===== config.mk =====
export PLATFORM = sky130hd
export DESIGN_NAME = apb_slave_mem
export DESIGN_NICKNAME = d
export VERILOG_FILES = /design/src/rtl/apb_pkg.sv /design/src/rtl/apb_wait_ctr.sv /design/src/rtl/apb_slave_mem.sv
export SDC_FILE = /design/constraint.sdc
export NUM_CORES = 1
export LEC_CHECK = 0
export BUFFER_PORTS_ARGS = -buffer_cell sky130_fd_sc_hd__clkbuf_2
export CELL_PAD_IN_SITES_DETAIL_PLACEMENT = 1
export CELL_PAD_IN_SITES_GLOBAL_PLACEMENT = 1
export CORE_MARGIN = 8
export CORE_UTILIZATION = 40
export CTS_CLUSTER_DIAMETER = 60
export CTS_CLUSTER_SIZE = 12
export DETAILED_ROUTE_END_ITERATION = 7
export GPL_TIMING_DRIVEN = 0
export PLACE_DENSITY_LB_ADDON = 0.1
export SLEW_MARGIN = 10
export SYNTH_ARGS = -nofsm -noshare
export SYNTH_HDL_FRONTEND = slang
export SYNTH_HIERARCHICAL = 1
export SYNTH_SLANG_ARGS = --single-unit

===== constraint.sdc =====
create_clock -name clk -period 2.6 [get_ports clk]
set_input_delay 0.39 -clock clk [delete_from_list [all_inputs] [get_ports clk]]
set_output_delay 0.39 -clock clk [all_outputs]
set_load 0.05 [all_outputs]

===== src/rtl/apb_pkg.sv =====
// Shared APB definitions used by both the slave memory and the APB master.
package apb_pkg;

  localparam int unsigned APB_ADDR_W = 32;
  localparam int unsigned APB_DATA_W = 32;

  typedef enum logic {
    IDLE,
    ACCESS
  } apb_state_e;

endpackage


===== src/rtl/apb_wait_ctr.sv =====
// Wait-state counter: loads a start value, counts down to zero and holds there.
module apb_wait_ctr (
  input  logic       clk,
  input  logic       reset,
  input  logic       load,
  input  logic [3:0] load_val,
  input  logic       dec,
  output logic       zero
);

  logic [3:0] count;

  always_ff @(posedge clk) begin
    if (reset) begin
      count <= '0;
    end else if (load) begin
      count <= load_val;
    end else if (dec && (count != '0)) begin
      count <= count - 4'd1;
    end
  end

  assign zero = (count == '0);

endmodule


===== src/rtl/apb_slave_mem.sv =====
// APB slave backed by a DEPTH x 32-bit register file with WAIT_CYCLES wait states.
// Optional macro APB_SLAVE_MEM_PSLVERR_EN enables address-range checking and pslverr_o.
module apb_slave_mem
  import apb_pkg::*;
#(
  parameter int unsigned DEPTH       = 16,
  parameter int unsigned WAIT_CYCLES = 2,
  parameter logic [15:0] BASE_HI     = 16'hDEAD
) (
  input  logic                  clk,
  input  logic                  reset,
  input  logic                  psel_i,
  input  logic                  penable_i,
  input  logic [APB_ADDR_W-1:0] paddr_i,
  input  logic                  pwrite_i,
  input  logic [APB_DATA_W-1:0] pwdata_i,
  output logic                  pready_o,
  output logic [APB_DATA_W-1:0] prdata_o,
  output logic                  pslverr_o
);

  localparam int unsigned IW = $clog2(DEPTH);

  apb_state_e state, state_nxt;

  logic                  ctr_load;
  logic                  ctr_dec;
  logic                  ctr_zero;
  logic                  xfer_live;
  logic                  in_range;
  logic                  mem_we;
  logic [IW-1:0]         index;
  logic [APB_DATA_W-1:0] mem [DEPTH];

  assign xfer_live = psel_i & penable_i;
  assign index     = paddr_i[IW+1:2];

  apb_wait_ctr u_wait_ctr (
    .clk      (clk),
    .reset    (reset),
    .load     (ctr_load),
    .load_val (4'(WAIT_CYCLES)),
    .dec      (ctr_dec),
    .zero     (ctr_zero)
  );

  logic unused_addr_bits;
`ifdef APB_SLAVE_MEM_PSLVERR_EN
  assign in_range         = (paddr_i[31:16] == BASE_HI) &&
                            ((paddr_i[15:0] >> (IW + 2)) == '0);
  assign unused_addr_bits = ^paddr_i[1:0];
`else
  assign in_range         = 1'b1;
  assign unused_addr_bits = ^{paddr_i[31:IW+2], paddr_i[1:0]};
`endif

  always_ff @(posedge clk) begin
    if (reset) begin
      state <= IDLE;
    end else begin
      state <= state_nxt;
    end
  end

  always_comb begin
    state_nxt = state;
    unique case (state)
      IDLE:   if (psel_i && !penable_i) state_nxt = ACCESS;
      ACCESS: if (!xfer_live || ctr_zero) state_nxt = IDLE;
      default: state_nxt = IDLE;
    endcase
  end

  // pready is qualified by a live access phase so a master abort landing on
  // the zero-count cycle neither completes the transfer nor writes memory.
  always_comb begin
    pready_o = 1'b0;
    ctr_load = 1'b0;
    ctr_dec  = 1'b0;
    unique case (state)
      IDLE:   ctr_load = psel_i & ~penable_i;
      ACCESS: begin
        pready_o = xfer_live & ctr_zero;
        ctr_dec  = ~ctr_zero;
      end
      default: ;
    endcase
  end

  assign mem_we = pready_o & pwrite_i & in_range;

  always_ff @(posedge clk) begin
    if (reset) begin
      for (int unsigned i = 0; i < DEPTH; i++) begin
        mem[i] <= '0;
      end
    end else if (mem_we) begin
      mem[index] <= pwdata_i;
    end
  end

  assign prdata_o = (pready_o && !pwrite_i && in_range) ? mem[index] : '0;

`ifdef APB_SLAVE_MEM_PSLVERR_EN
  assign pslverr_o = pready_o & ~in_range;
`else
  assign pslverr_o = 1'b0;
`endif

endmodule


# --- Yosys cells after proc, flatten, opt, wreduce, memory -nomap -nowiden ---
# Memories as Yosys holds them, arrays and structs flattened.
# Index checks and enable logic that the tools add are counted.
word_totals:
  memories: 1
  out_inout_bits: 34
  input_bits: 69
  ram_bits: 512
  reg_bits: 5
  word_cells: 41
classes:
  n_addsub: 1
  n_reduce_logical: 12
  n_bitwise: 7
  mux: 17
mem_list:
  columns: ["memory", "depth", "word_bits", "read_ports", "rd_ports_with_merged_regs", "write_ports", "line_no", "text"]
  rows:
  - ["mem", 16, 32, 1, 0, 16, "apb_slave_mem.sv:33", "logic [APB_DATA_W-1:0] mem [DEPTH];"]
op_table:
  columns: ["operator", "n"]
  rows:
  - ["$mux W32", 2]
  - ["$reduce_or A32 Y1", 1]
  - ["$mux W1", 11]
  - ["$and A1 B1 Y1", 4]
  - ["$logic_not A4 Y1", 1]
  - ["$mux W2", 2]
  - ["$mux W4", 1]
  - ["$reduce_bool A4 Y1", 1]
  - ["$sub A4 B1 Y4 const B", 1]
  - ["$logic_and A1 B1 Y1", 3]
  - ["$logic_not A1 Y1", 3]
  - ["$not A1 Y1", 3]
  - ["$pmux W1 S2", 1]
  - ["$reduce_bool A2 Y1", 1]
  - ["$reduce_or A2 Y1", 1]
  - ["$logic_or A1 B1 Y1", 1]

# --- Longest topological paths before layout ---
# Gate-level depths: netlist (run 1).
depth:
  depth_word: 9
  mapped_depth: 10
  mapped_depth_nobuf: 8

# --- By module ---
# The synthesis (run 1) kept the hierarchy.
by_module_without_submodules:
  columns: ["module", "area_each_um2", "cells_per_inst", "n_inst"]
  rows:
  - ["apb_slave_mem", 23483.8, 1471, 1]
  - ["apb_wait_ctr", 262.8, 29, 1]

# --- Worst setup path before layout (run 1) ---
# Ideal clock, no wire load.
synth_path:
  path_kind: "reg2out"
  startpoint: "reg u_wait_ctr.count[1]"
  endpoint: "out prdata_o[22]"
  path_slack_ps: -679
  required_time_ps: 2210
  t_arrival_ps: 2889
  stages_incl_launch_ff: 11
  cell_sequence: "dfxtp_1 > inv_1 > ha_1 > or3b_4 > inv_1 > nand4_4 > buf_6 > inv_1 > clkbuf_1 > nand4_1 > o221ai_1"
synth_between:
  elab_chain_len: 5
synth_rtl:
  columns: ["item", "line_no", "text"]
  rows:
  - ["start, declared", "apb_wait_ctr.sv:11", "logic [3:0] count;"]
  - ["start signal, assigned", "apb_wait_ctr.sv:17", "count <= load_val;"]
  - ["start signal, assigned", "apb_wait_ctr.sv:19", "count <= count - 4'd1;"]
  - ["$logic_not A4 Y1", "apb_wait_ctr.sv:23", "assign zero = (count == '0);"]
  - ["via ctr_zero", "apb_slave_mem.sv:28", "logic ctr_zero;"]
  - ["$and A1 B1 Y1", "apb_slave_mem.sv:83", "pready_o = xfer_live & ctr_zero;"]
  - ["$mux W1", "apb_slave_mem.sv:80", "unique case (state)"]
  - ["via pready_o", "apb_slave_mem.sv:17", "output logic pready_o,"]
  - ["$logic_and A1 B1 Y1", "apb_slave_mem.sv:102", "assign prdata_o = (pready_o && !pwrite_i && in_range) ? mem[index] : '0;"]
  - ["$mux W32", "apb_slave_mem.sv:102", null]
  - ["end, declared", "apb_slave_mem.sv:18", "output logic [APB_DATA_W-1:0] prdata_o,"]
# The timed path passes the listed nets, and every way through them passes these cells.

# --- Final worst setup path (run 1) ---
layout_path:
  startpoint: "reg u_wait_ctr.count[1]"
  endpoint: "out prdata_o[5]"
layout_between:
  elab_chain_len: 5
layout_rtl:
  columns: ["item", "line_no"]
  rows:
  - ["$logic_not A4 Y1", "apb_wait_ctr.sv:23"]
  - ["via ctr_zero", "apb_slave_mem.sv:28"]
  - ["$and A1 B1 Y1", "apb_slave_mem.sv:83"]
  - ["$mux W1", "apb_slave_mem.sv:80"]
  - ["$logic_and A1 B1 Y1", "apb_slave_mem.sv:102"]
  - ["$mux W32", "apb_slave_mem.sv:102"]
# The timed path passes the listed nets, and every way through them passes these cells.

==> qor.log, run 1 <==
qor: setup_path.worst_setup_path_startpoint u_wait_ctr/count[1]
qor: setup_path.setup_cp_type reg -> out
qor: power_and_ir_drop.netSwitchingFraction 23.1%
qor: die.die_width 260 um
qor: global_route.grt_pass1_vias 15,100
qor: cells_and_area.drive_above_1_share 32.2%
qor: cts.ctsLongestPathBuffers 3
qor: cells_and_area.layout.cells.most_common sky130_fd_sc_hd__and2_1
qor: cts.cts_tree yes
qor: sta.timing.setup.tns -91,880 ps
qor: power_and_ir_drop.power.combinational.fraction 8.5%
qor: synth.yosys.area_share.simple 16.7%
qor: routing.detail-route-antenna-nets 0
qor: routing.drc 0
qor: cts.clock_latency_of_the_later_clocked_register_in_the_worst_skew_pair 600 ps
qor: sta.share_of_the_cycle_needed_by_the_critical_path_after_routing 134%
qor: power_and_ir_drop.internal_cell_power 0.0139 W
qor: synth.largest_family_of_logic_cells_by_synthesized_area simple AND/OR/NAND/NOR gates
qor: power_and_ir_drop.power_switching 0.00420 W
qor: synth.yosys_register_bits 517
qor: die.design.portCount 103
qor: global_route.antenna_found_initial 3
qor: die.start_util 40.3%
qor: global_route.gr-usage-all-layers 22.7%
qor: setup_path.critical_path.reg2reg.startpoint u_wait_ctr/count[1]
qor: die.num_rows 89
qor: placement.detailedPlacementHpwl 45.1 mm
qor: setup_path.required_time_of_the_worst_setup_path 2210 ps
qor: routing.detail_route.vias_per_cell 5.63
qor: setup_path.critical_path_arrival 3080 ps
qor: die.die_area 0.0674 mm^2
qor: cells_and_area.final-instance-count-excl-fill 2,567
qor: routing.dr.first_iter.drc_count 1,318
qor: placement.gpl.final_weighted_congestion 0.764
qor: sta.setup_slack -871 ps
qor: global_route.largest_net_degree_at_the_start_of_global_routing 33
qor: min_path.hold_path_class in -> reg
qor: cells_and_area.most-common-layout-cells sky130_fd_sc_hd__and2_1 (513), sky130_fd_sc_hd__edfxtp_1 (512), sky130_fd_sc_hd__mux4_2 (128)
qor: min_path.holdCritStartpoint pwdata_i[28]
qor: die.core-area 0.0589 mm^2
qor: synth.post_synth.cell_area_avg 15.8 um^2
qor: cells_and_area.nFillCells 5,531
qor: setup_path.crit_path_max_fanout 8
qor: cts.clk_transition_reported_paths 60 ps
qor: sta.setup_viol 524
qor: sta.fmax 0.288 GHz
qor: cells_and_area.flow.area_growth_from_synthesis 25.7%
qor: synth.yosys.cell_types.count 36
qor: global_route.grt_first_pass_wirelength 109 mm
qor: power_and_ir_drop.p_leak 11.1 nW
qor: power_and_ir_drop.power.sequential.fraction 52.3%
qor: power_and_ir_drop.p_total 0.0181 W
qor: cts.cts_num_sinks 517
qor: setup_path.critPathLaunchType flop
qor: placement.io_buffers 71
qor: sta.period_needed 3470 ps
qor: outcome.failed_checks setup timing
qor: routing.finalWirelength 81.1 mm
qor: placement.placed_cells 2,347
qor: global_route.grt-ovfl-total 0
qor: routing.vias 14,400
qor: sta.rsz0062_at_grt true
qor: synth.yosys.area_share.xor_xnor 0%
qor: synth.synthesis.instances 1,500
qor: cells_and_area.fin_nets 1,846
qor: sta.worst-slew-pin-transition 1260 ps
qor: power_and_ir_drop.power_density 607 mW/mm^2
qor: cells_and_area.final_util 50.7%
qor: sta.slew_viol_final 0
qor: cts.cts_made_buffers 52
qor: cts.cts_root_buf sky130_fd_sc_hd__clkbuf_16
qor: die.height_of_the_chip 260 um
qor: sta.timing.clock.skew 12.1 ps
qor: sta.timing.max_slew.rel_slack 16.0%
qor: synth.synth-compound-area-share 1.50%
qor: setup_path.endpoint_kind output port
qor: job.max_cap_viols 0
qor: synth.yosys_most_used_dff sky130_fd_sc_hd__edfxtp_1
qor: cts.number_of_h_tree_levels 2
qor: synth.synth_adder_area_share 0.0527%
qor: synth.postSynth.asyncResetShare 0%
qor: synth.ys.warnings.count 6
qor: synth.syn-cell-area 0.0237 mm^2
qor: power_and_ir_drop.power_frac_clock 39.2%
qor: routing.avgRoutedWirePerCell 31.6 um
qor: outcome.status finished, violations left
qor: sta.finalHoldViolations 0
qor: routing.drt_pre_antenna_iters 7
qor: power_and_ir_drop.vdd.ir_drop.worst 0.475 mV
qor: synth.synthMuxAreaShare 13.5%
qor: synth.synth-edff-count 512
qor: synth.yosysSeqAreaShare 65.2%
[final cells by class]
type | count | area [um^2] | area share (%)
diodes | 3 | 7.51 | 0.0251
plain buffers | 131 | 877 | 2.94
clock buffers | 57 | 1340 | 4.49
clock inverters | 12 | 139 | 0.465
inverters | 38 | 151 | 0.507
multi-input cells | 830 | 8410 | 28.2
flip-flops and latches | 517 | 15500 | 51.8
well taps | 773 | 967 | 3.24
repair buffers | 206 | 2480 | 8.29
[layer usage]
metal / track usage [%] / wire, um
met1: 30.3 / 33500
met2: 36.9 / 39300
met3: 5.59 / 6170
met4: 6.42 / 2130
met5: 0 / 0
[stage by stage]
stage | cell area (um^2) | hold slack [ps] | setup WS (ps)
2_1_floorplan | 24400 | 462 | -316
3_3_place_gp | 25700 | 525 | -1200
3_5_place_dp | 25700 | 520 | -1270
4_1_cts | 28700 | 139 | -909
5_1_grt | 29800 | 163 | -933
6_report | 29900 | 167 | -871
[what timing repair did]
action / in CTS / in global routing
resized for setup: 146 / 166
pin swaps: 40 / 17
setup endpoints to repair: 1025 / 965
gates cloned: 18 / 10
buffers inserted: 60 / 65
hold buffers: 0 / 0
[critical path, cell delays in order (launching register included)]
cell and delay, ps:
sky130_fd_sc_hd__dfxtp_2 320, sky130_fd_sc_hd__inv_2 70, sky130_fd_sc_hd__ha_4 130, sky130_fd_sc_hd__or3b_4 400
sky130_fd_sc_hd__clkinv_4 80, sky130_fd_sc_hd__nand4_4 180, sky130_fd_sc_hd__or3_4 590, sky130_fd_sc_hd__clkbuf_16 240
sky130_fd_sc_hd__o221ai_4 280, sky130_fd_sc_hd__buf_8 190
[path summary, 6_finish.rpt]
kind / end / slack [ps] / cells past startpoint
min reg2reg: u_wait_ctr/count[2] / 530 / 2
max reg2reg: mem[14][14] / -530 / 15
max: prdata_o[5] / -870 / 9
min: mem[0][28] / 170 / 2
[registers in the layout, summed over array words and instances (netlist names)]
name,cells
mem,512
state,1
u_wait_ctr/count,4
[power groups by stage]
| stage | Combinational (W) | Clock (W) | Sequential (W) |
|---|---|---|---|
| floorplan | 0.000752 | 0 | 0.00962 |
| global placement | 0.00119 | 0 | 0.00965 |
| detailed placement | 0.00120 | 0 | 0.00966 |
| CTS | 0.00140 | 0.00722 | 0.00948 |
| global route | 0.00161 | 0.00747 | 0.00950 |
| finish | 0.00155 | 0.00710 | 0.00948 |
[logic make-up (layout without fill, tap and decap cells)]
family / count (synthesis) / after routing
multiplexers: 161 / 161
other: 2 / 8
AND/OR/NAND/NOR: 606 / 624
AO/OA/AOI/OAI: 39 / 39
adder cells (fa/ha/maj): 1 / 1
buffers and inverters: 174 / 444
flip-flops: 517 / 517
[synth_stat cells (all sizes together) (5+ instances only)]
cell type  count  area (um^2)
and2         513         3210
edfxtp       512        15400
mux4         128         2880
clkbuf       103          387
inv           38          143
buf           33          180
mux2i         33          330
nand4         33          221
o221ai        32          280
or2           18          113
nor4          16          279
nor2           6         22.5
dfxtp          5          100
nand2          5         18.8
nand2b         5         31.3
(Power assumes the default switching activity.)
==> inputs of run 2 (changes only) <==
==> constraint.sdc (replaced) <==
create_clock -name clk -period 2.6 [get_ports clk]
set_input_delay 0 -clock clk [delete_from_list [all_inputs] [get_ports clk]]
set_output_delay 0 -clock clk [all_outputs]
set_load 0.05 [all_outputs]
==> run 2 against run 1 <==
Net effect:
- the run still ends with setup timing left
- die area unchanged
- clock skew up 12 ps
- global-route usage up 0.94 points
- via count up 1.5%
- cell area up 0.93%
- clock power about the same
- combinational power about the same
- critical path depth unchanged
- cell count up 1.6%
- critical path type unchanged
==> qor.log, run 2 (synthesis gave the netlist of run 1 again) <==
qor: global_route.grtUsageMet3 4.00% [-1.6 points]
qor: global_route.grt_pass1_vias 15,700 [+3.8%]
qor: cts.number_of_h_tree_levels 2 [unchanged]
qor: cells_and_area.largest_register mem
qor: min_path.hold_path_class in -> reg
qor: setup_path.critical_path_arrival 3050 ps [-30 ps]
qor: sta.setup_viol 632 [+21%]
qor: cells_and_area.layout_top_registers mem: 512 flops, u_wait_ctr/count: 4 flops, state: 1 flops
qor: sta.worst-slew-pin-transition 1160 ps [-105 ps]
qor: cts.cts_num_sinks 517 [unchanged]
qor: routing.finalWirelength 80.8 mm [-0.38%]
qor: placement.place_ws -1040 ps [+230 ps]
qor: global_route.groute.layer.met2.usage 40.4% [+3.5 points]
qor: global_route.grt_first_pass_wirelength 113 mm [+3.8%]
qor: routing.vias 14,700 [+1.5%]
qor: routing.drt_pre_antenna_iters 5 [-2]
qor: power_and_ir_drop.p_total 0.0181 W [+0.10%]
qor: die.design.portCount 103 [unchanged]
qor: power_and_ir_drop.power_density 602 mW/mm^2 [-0.81%]
qor: setup_path.crit_path_max_fanout 8 [unchanged]
qor: power_and_ir_drop.netSwitchingFraction 23.2% [+0.027 points]
qor: cells_and_area.largest_reg_flops 512 [unchanged]
qor: die.die_width 260 um [unchanged]
qor: cells_and_area.most-common-layout-cells sky130_fd_sc_hd__and2_1 (513), sky130_fd_sc_hd__edfxtp_1 (512), sky130_fd_sc_hd__mux4_2 (128)
qor: die.height_of_the_chip 260 um [unchanged]
qor: sta.slew_viol_final 0 [unchanged]
qor: outcome.failed_checks setup timing
qor: global_route.gr-usage-all-layers 23.7% [+0.94 points]
qor: sta.share_of_the_cycle_needed_by_the_critical_path_after_routing 117% [-16 points]
qor: power_and_ir_drop.power_frac_clock 39.1% [about the same]
qor: cells_and_area.flow.area_growth_from_synthesis 26.9%
qor: global_route.grt-ovfl-total 0 [unchanged]
qor: sta.timing.setup.tns -76,840 ps [+15,030 ps]
qor: routing.dr.first_iter.drc_count 1,227 [-6.9%]
qor: cells_and_area.layout.cells.most_common sky130_fd_sc_hd__and2_1
qor: sta.finalHoldViolations 0 [unchanged]
qor: routing.detail_route.vias_per_cell 5.62 [about the same]
qor: placement.io_buffers 71 [unchanged]
qor: sta.setup_slack -446 ps [+425 ps]
qor: power_and_ir_drop.vdd.ir_drop.worst 0.523 mV [+10%]
qor: sta.fmax 0.328 GHz [+14%]
qor: placement.detailedPlacementHpwl 44.8 mm [-0.55%]
qor: sta.timing.max_slew.rel_slack 23.0% [+7.0 points]
qor: setup_path.required_time_of_the_worst_setup_path 2600 ps [+390 ps]
qor: outcome.status finished, violations left
qor: routing.detail-route-antenna-nets 0 [unchanged]
qor: global_route.grtUsageMet1 30.7% [+0.36 points]
qor: die.start_util 40.3% [unchanged]
qor: cts.cts_tree yes
qor: power_and_ir_drop.p_leak 11.3 nW [+1.3%]
qor: die.num_rows 89 [unchanged]
qor: cts.clk_transition_reported_paths 60 ps [about the same]
qor: cts.clock_latency_of_the_later_clocked_register_in_the_worst_skew_pair 620 ps [+20 ps]
qor: die.die_area 0.0674 mm^2 [unchanged]
qor: power_and_ir_drop.internal_cell_power 0.0139 W [about the same]
qor: power_and_ir_drop.power_switching 0.00420 W [+0.22%]
qor: setup_path.setup_cp_type reg -> out
qor: cts.cts_made_buffers 52 [unchanged]
qor: placement.gpl.final_weighted_congestion 0.770 [+0.84%]
qor: power_and_ir_drop.power.combinational.fraction 8.6% [about the same]
qor: cells_and_area.final_util 51.1% [+0.47 points]
qor: cells_and_area.fin_nets 1,884 [+2.1%]
qor: routing.avgRoutedWirePerCell 31.0 um [-2.0%]
qor: sta.rsz0062_at_grt true
qor: power_and_ir_drop.power.sequential.fraction 52.2% [about the same]
qor: sta.timing.clock.skew 24.2 ps [+12.1 ps]
qor: cts.cts_root_buf sky130_fd_sc_hd__clkbuf_16
qor: job.max_cap_viols 0 [unchanged]
qor: die.core-area 0.0589 mm^2 [unchanged]
qor: cts.ctsLongestPathBuffers 3 [unchanged]
qor: setup_path.critPathLaunchType flop
qor: routing.drc 0 [unchanged]
qor: cells_and_area.drive_above_1_share 31.8% [-0.41 points]
qor: sta.holdWs 126 ps [-41.1 ps]
qor: sta.period_needed 3050 ps [-425 ps]
qor: global_route.antenna_found_initial 3 [unchanged]
qor: global_route.grt_busiest_layer met2
qor: cells_and_area.nFillCells 5,479 [-0.94%]
qor: setup_path.endpoint_kind output port
qor: global_route.largest_net_degree_at_the_start_of_global_routing 23 [-30%]
run 2: metrics by stage:
stage | area, um^2 | cells
after floorplan | 23800 | 1503
after global placement | 25100 | 2347
after detailed placement | 25100 | 2347
after CTS | 29600 | 2577
after global routing | 30100 | 2607
final | 30100 | 2609
run 2: final timing paths:
| kind | start | end | slack, ps | depth (start not counted) |
|---|---|---|---|---|
| min | penable_i | u_wait_ctr/count[3] | 130 | 4 |
| max | u_wait_ctr/count[0] | prdata_o[30] | -450 | 9 |
| max reg2reg | u_wait_ctr/count[0] | mem[15][15] | -290 | 13 |
| min reg2reg | u_wait_ctr/count[2] | u_wait_ctr/count[2] | 560 | 2 |
run 2: cell type report:
class | count | area (um^2) | area share [%]
sequential | 517 | 15500 | 51.4
multi-input combinational | 829 | 8410 | 27.9
timing repair buffer | 246 | 2800 | 9.28
clock buffer | 60 | 1370 | 4.56
tap | 773 | 967 | 3.21
buffer | 130 | 813 | 2.70
inverter | 38 | 151 | 0.503
clock inverter | 13 | 130 | 0.432
antenna | 3 | 7.51 | 0.0249
run 2: what timing repair did:
item,4_1_cts,5_1_grt
hold endpoints to repair,196,0
endpoints found under the setup margin,1044,936
setup buffers,105,28
cloned,22,2
hold buffers,35,0
gates resized for setup,253,78
pin swaps,53,9
run 2: critical path, cell delays in order (launching register included):
cell                        delay (ps)
sky130_fd_sc_hd__dfxtp_2           330
sky130_fd_sc_hd__inv_2              90
sky130_fd_sc_hd__ha_4              140
sky130_fd_sc_hd__or3b_4            400
sky130_fd_sc_hd__clkinv_4           70
sky130_fd_sc_hd__nand4_4           160
sky130_fd_sc_hd__or3_4             580
sky130_fd_sc_hd__clkbuf_16         250
sky130_fd_sc_hd__o221ai_4          230
sky130_fd_sc_hd__buf_8             180
run 2: per-layer routing:
layer | wire length [um] | share of wire (%)
met1 | 33000 | 41
met2 | 39900 | 49
met3 | 5020 | 6.2
met4 | 2820 | 3.5
met5 | 13 | 0.016
run 2: power groups by stage:
stage	clock network, W	registers, W	logic, W
6_report	0.00710	0.00948	0.00157
5_1_grt	0.00747	0.00950	0.00164
4_1_cts	0.00724	0.00948	0.00151
3_5_place_dp	0	0.00966	0.00115
3_3_place_gp	0	0.00964	0.00114
2_1_floorplan	0	0.00962	0.000703
==> inputs of run 3 (changes only) <==
- SKIP_CTS_REPAIR_TIMING: not set -> 1
==> run 3 against run 2 <==
Net effect:
- the flow still finishes with violations (setup timing)
- worst hold slack worse by 71 ps
- clock skew down 2.1 ps
- critical path depth unchanged
- fmax down 4.0%
- via count down 3.6%
- sequential power about the same
- wire length down 4.7%
- first-iteration DRC count down 3.2%
- utilization down 1.4 points
- cell area down 2.8%
- critical endpoint unchanged
==> qor.log, run 3 (synthesis gave the netlist of run 1 again) <==
qor: outcome.status finished, violations left
qor: outcome.failed_checks setup timing
qor: routing.drt_pre_antenna_iters 6 [+1]
qor: sta.timing.max_slew.rel_slack 25.5% [+2.6 points]
qor: global_route.grt-ovfl-total 0 [unchanged]
qor: routing.avgRoutedWirePerCell 30.1 um [-2.9%]
qor: cells_and_area.register_area 0.0155 mm^2 [unchanged]
qor: die.design.portCount 103 [unchanged]
qor: global_route.antenna_found_initial 2 [-1]
qor: cells_and_area.flow.area_growth_from_synthesis 23.3%
qor: cells_and_area.fin_nets 1,838 [-2.4%]
qor: sta.worst-slew-pin-transition 1120 ps [-38.5 ps]
qor: setup_path.required_time_of_the_worst_setup_path 2600 ps [about the same]
qor: die.core-area 0.0589 mm^2 [unchanged]
qor: global_route.largest_net_degree_at_the_start_of_global_routing 33 [+43%]
qor: cts.number_of_h_tree_levels 2 [unchanged]
qor: power_and_ir_drop.p_leak 10.8 nW [-4.2%]
qor: setup_path.critPathLaunchType flop
qor: cts.cts_tree yes
qor: cts.cts_root_buf sky130_fd_sc_hd__clkbuf_16
qor: sta.period_needed 3170 ps [+126 ps]
qor: routing.detail_route.vias_per_cell 5.52 [-1.8%]
qor: die.num_rows 89 [unchanged]
qor: routing.vias 14,100 [-3.6%]
qor: sta.rsz0062_at_grt true
qor: placement.gpl.final_weighted_congestion 0.770 [unchanged]
qor: placement.io_buffers 71 [unchanged]
qor: setup_path.critical_path_arrival 3170 ps [+120 ps]
qor: routing.detail-route-antenna-nets 0 [unchanged]
qor: cells_and_area.layout_top_registers mem: 512 flops, u_wait_ctr/count: 4 flops, state: 1 flops
qor: cells_and_area.most-common-layout-cells sky130_fd_sc_hd__edfxtp_1 (512), sky130_fd_sc_hd__and2_1 (511), sky130_fd_sc_hd__mux4_2 (128)
qor: cells_and_area.final-instance-count-excl-fill 2,561 [-1.8%]
qor: power_and_ir_drop.p_total 0.0180 W [-0.60%]
qor: cells_and_area.largest_register mem
qor: cells_and_area.layout.cells.most_common sky130_fd_sc_hd__edfxtp_1
qor: cts.cts_num_sinks 517 [unchanged]
qor: sta.share_of_the_cycle_needed_by_the_critical_path_after_routing 122% [+4.8 points]
qor: routing.finalWirelength 77.0 mm [-4.7%]
qor: cts.clock_latency_of_the_later_clocked_register_in_the_worst_skew_pair 620 ps [about the same]
qor: placement.placed_cells 2,347 [unchanged]
qor: cells_and_area.drive_above_1_share 28.6% [-3.2 points]
qor: setup_path.critical_path.top_delay_family simple AND/OR/NAND/NOR gates
qor: setup_path.cp_num_buf_inv 4 [unchanged]
qor: sta.slew_viol_final 0 [unchanged]
qor: global_route.gr-usage-all-layers 20.9% [-2.8 points]
qor: setup_path.cpPeakStageDelay 590 ps [about the same]
qor: sta.finalHoldViolations 0 [unchanged]
qor: cts.cts_made_buffers 52 [unchanged]
qor: routing.drc 0 [unchanged]
qor: sta.setup_viol 861 [+36%]
qor: die.die_width 260 um [unchanged]
qor: sta.timing.clock.skew 22.2 ps [-2.09 ps]
qor: cts.clk_transition_reported_paths 60 ps [about the same]
qor: setup_path.endpoint_kind output port
qor: min_path.hold_path_class in -> reg
qor: die.height_of_the_chip 260 um [unchanged]
qor: die.die_area 0.0674 mm^2 [unchanged]
qor: cells_and_area.nFillCells 5,548 [+1.3%]
qor: job.max_cap_viols 0 [unchanged]
qor: setup_path.crit_path_max_fanout 6 [-2]
qor: power_and_ir_drop.power_density 616 mW/mm^2 [+2.2%]
qor: setup_path.crit_path_top_delay_cell sky130_fd_sc_hd__or3_4
qor: setup_path.setup_cp_type reg -> out
qor: placement.dpl-instance-area 0.0251 mm^2 [unchanged]
qor: setup_path.crit_path_cell_trace inv_2 -> ha_4 -> or3b_4 -> clkinv_4 -> nand4_4 -> or3_4 -> clkbuf_16 -> o221ai_4 -> buf_6
qor: global_route.grt_pass1_vias 14,400 [-8.1%]
qor: cells_and_area.largest_reg_flops 512 [unchanged]
qor: sta.fmax 0.315 GHz [-4.0%]
qor: routing.dr.first_iter.drc_count 1,188 [-3.2%]
qor: placement.detailedPlacementHpwl 44.8 mm [unchanged]
qor: power_and_ir_drop.vdd.ir_drop.worst 0.523 mV [about the same]
qor: cells_and_area.multi_input_area 0.00830 mm^2 [-1.3%]
qor: die.start_util 40.3% [unchanged]
qor: cells_and_area.postLayoutCellArea 0.0293 mm^2 [-2.8%]
qor: sta.setup_slack -572 ps [-126 ps]
qor: global_route.grt_first_pass_wirelength 101 mm [-11%]
qor: cts.ctsLongestPathBuffers 3 [unchanged]
## run 3: path summary, 6_finish.rpt
check | startpoint | endpoint | slack (ps) | cells past startpoint
max | u_wait_ctr/count[1] | prdata_o[30] | -570 | 9
min reg2reg | u_wait_ctr/count[2] | u_wait_ctr/count[2] | 550 | 2
max reg2reg | u_wait_ctr/count[1] | mem[2][15] | -460 | 14
min | reset | u_wait_ctr/count[3] | 60 | 2
## run 3: cell type report
cell class	instances	share of cell area (%)
Antenna cell	1	0.00854
Buffer	134	2.59
Clock buffer	60	4.69
Clock inverter	13	0.444
Inverter	38	0.517
Multi-Input combinational cell	824	28.4
Sequential cell	517	52.8
Tap cell	773	3.30
Timing Repair Buffer	201	7.25
## run 3: metrics by stage
| stage | util [%] | TNS (ps) | hold slack, ps | worst slack, ps |
|---|---|---|---|---|
| detailed placement | 42.7 | -719350 | 310 | -1040 |
| global placement | 42.7 | -697460 | 298 | -989 |
| floorplan | - | -7690 | 72.1 | -248 |
| global route | 49.7 | -295660 | 86.5 | -665 |
| finish | 49.7 | -203060 | 55.0 | -572 |
| CTS | 45.2 | -749170 | -330 | -1550 |
## run 3: metal layers
layer / track usage [%] / share of wire, % / vias to the layer above
met2: 34.9 / 50 / 406
li1: - / - / 6101
met5: 0 / 0 / -
met1: 28.3 / 42 / 7523
met3: 4.15 / 5.7 / 107
met4: 4.44 / 2.2 / 0
## run 3: report_power, final
part	total (W)	leakage, nW	internal (W)	switching (W)
sequential	0.00948	5.34	0.00940	0.0000758
combinational	0.00147	4.73	0.000577	0.000895
clock	0.00709	0.740	0.00391	0.00318
total	0.0180	10.8	0.0139	0.00415
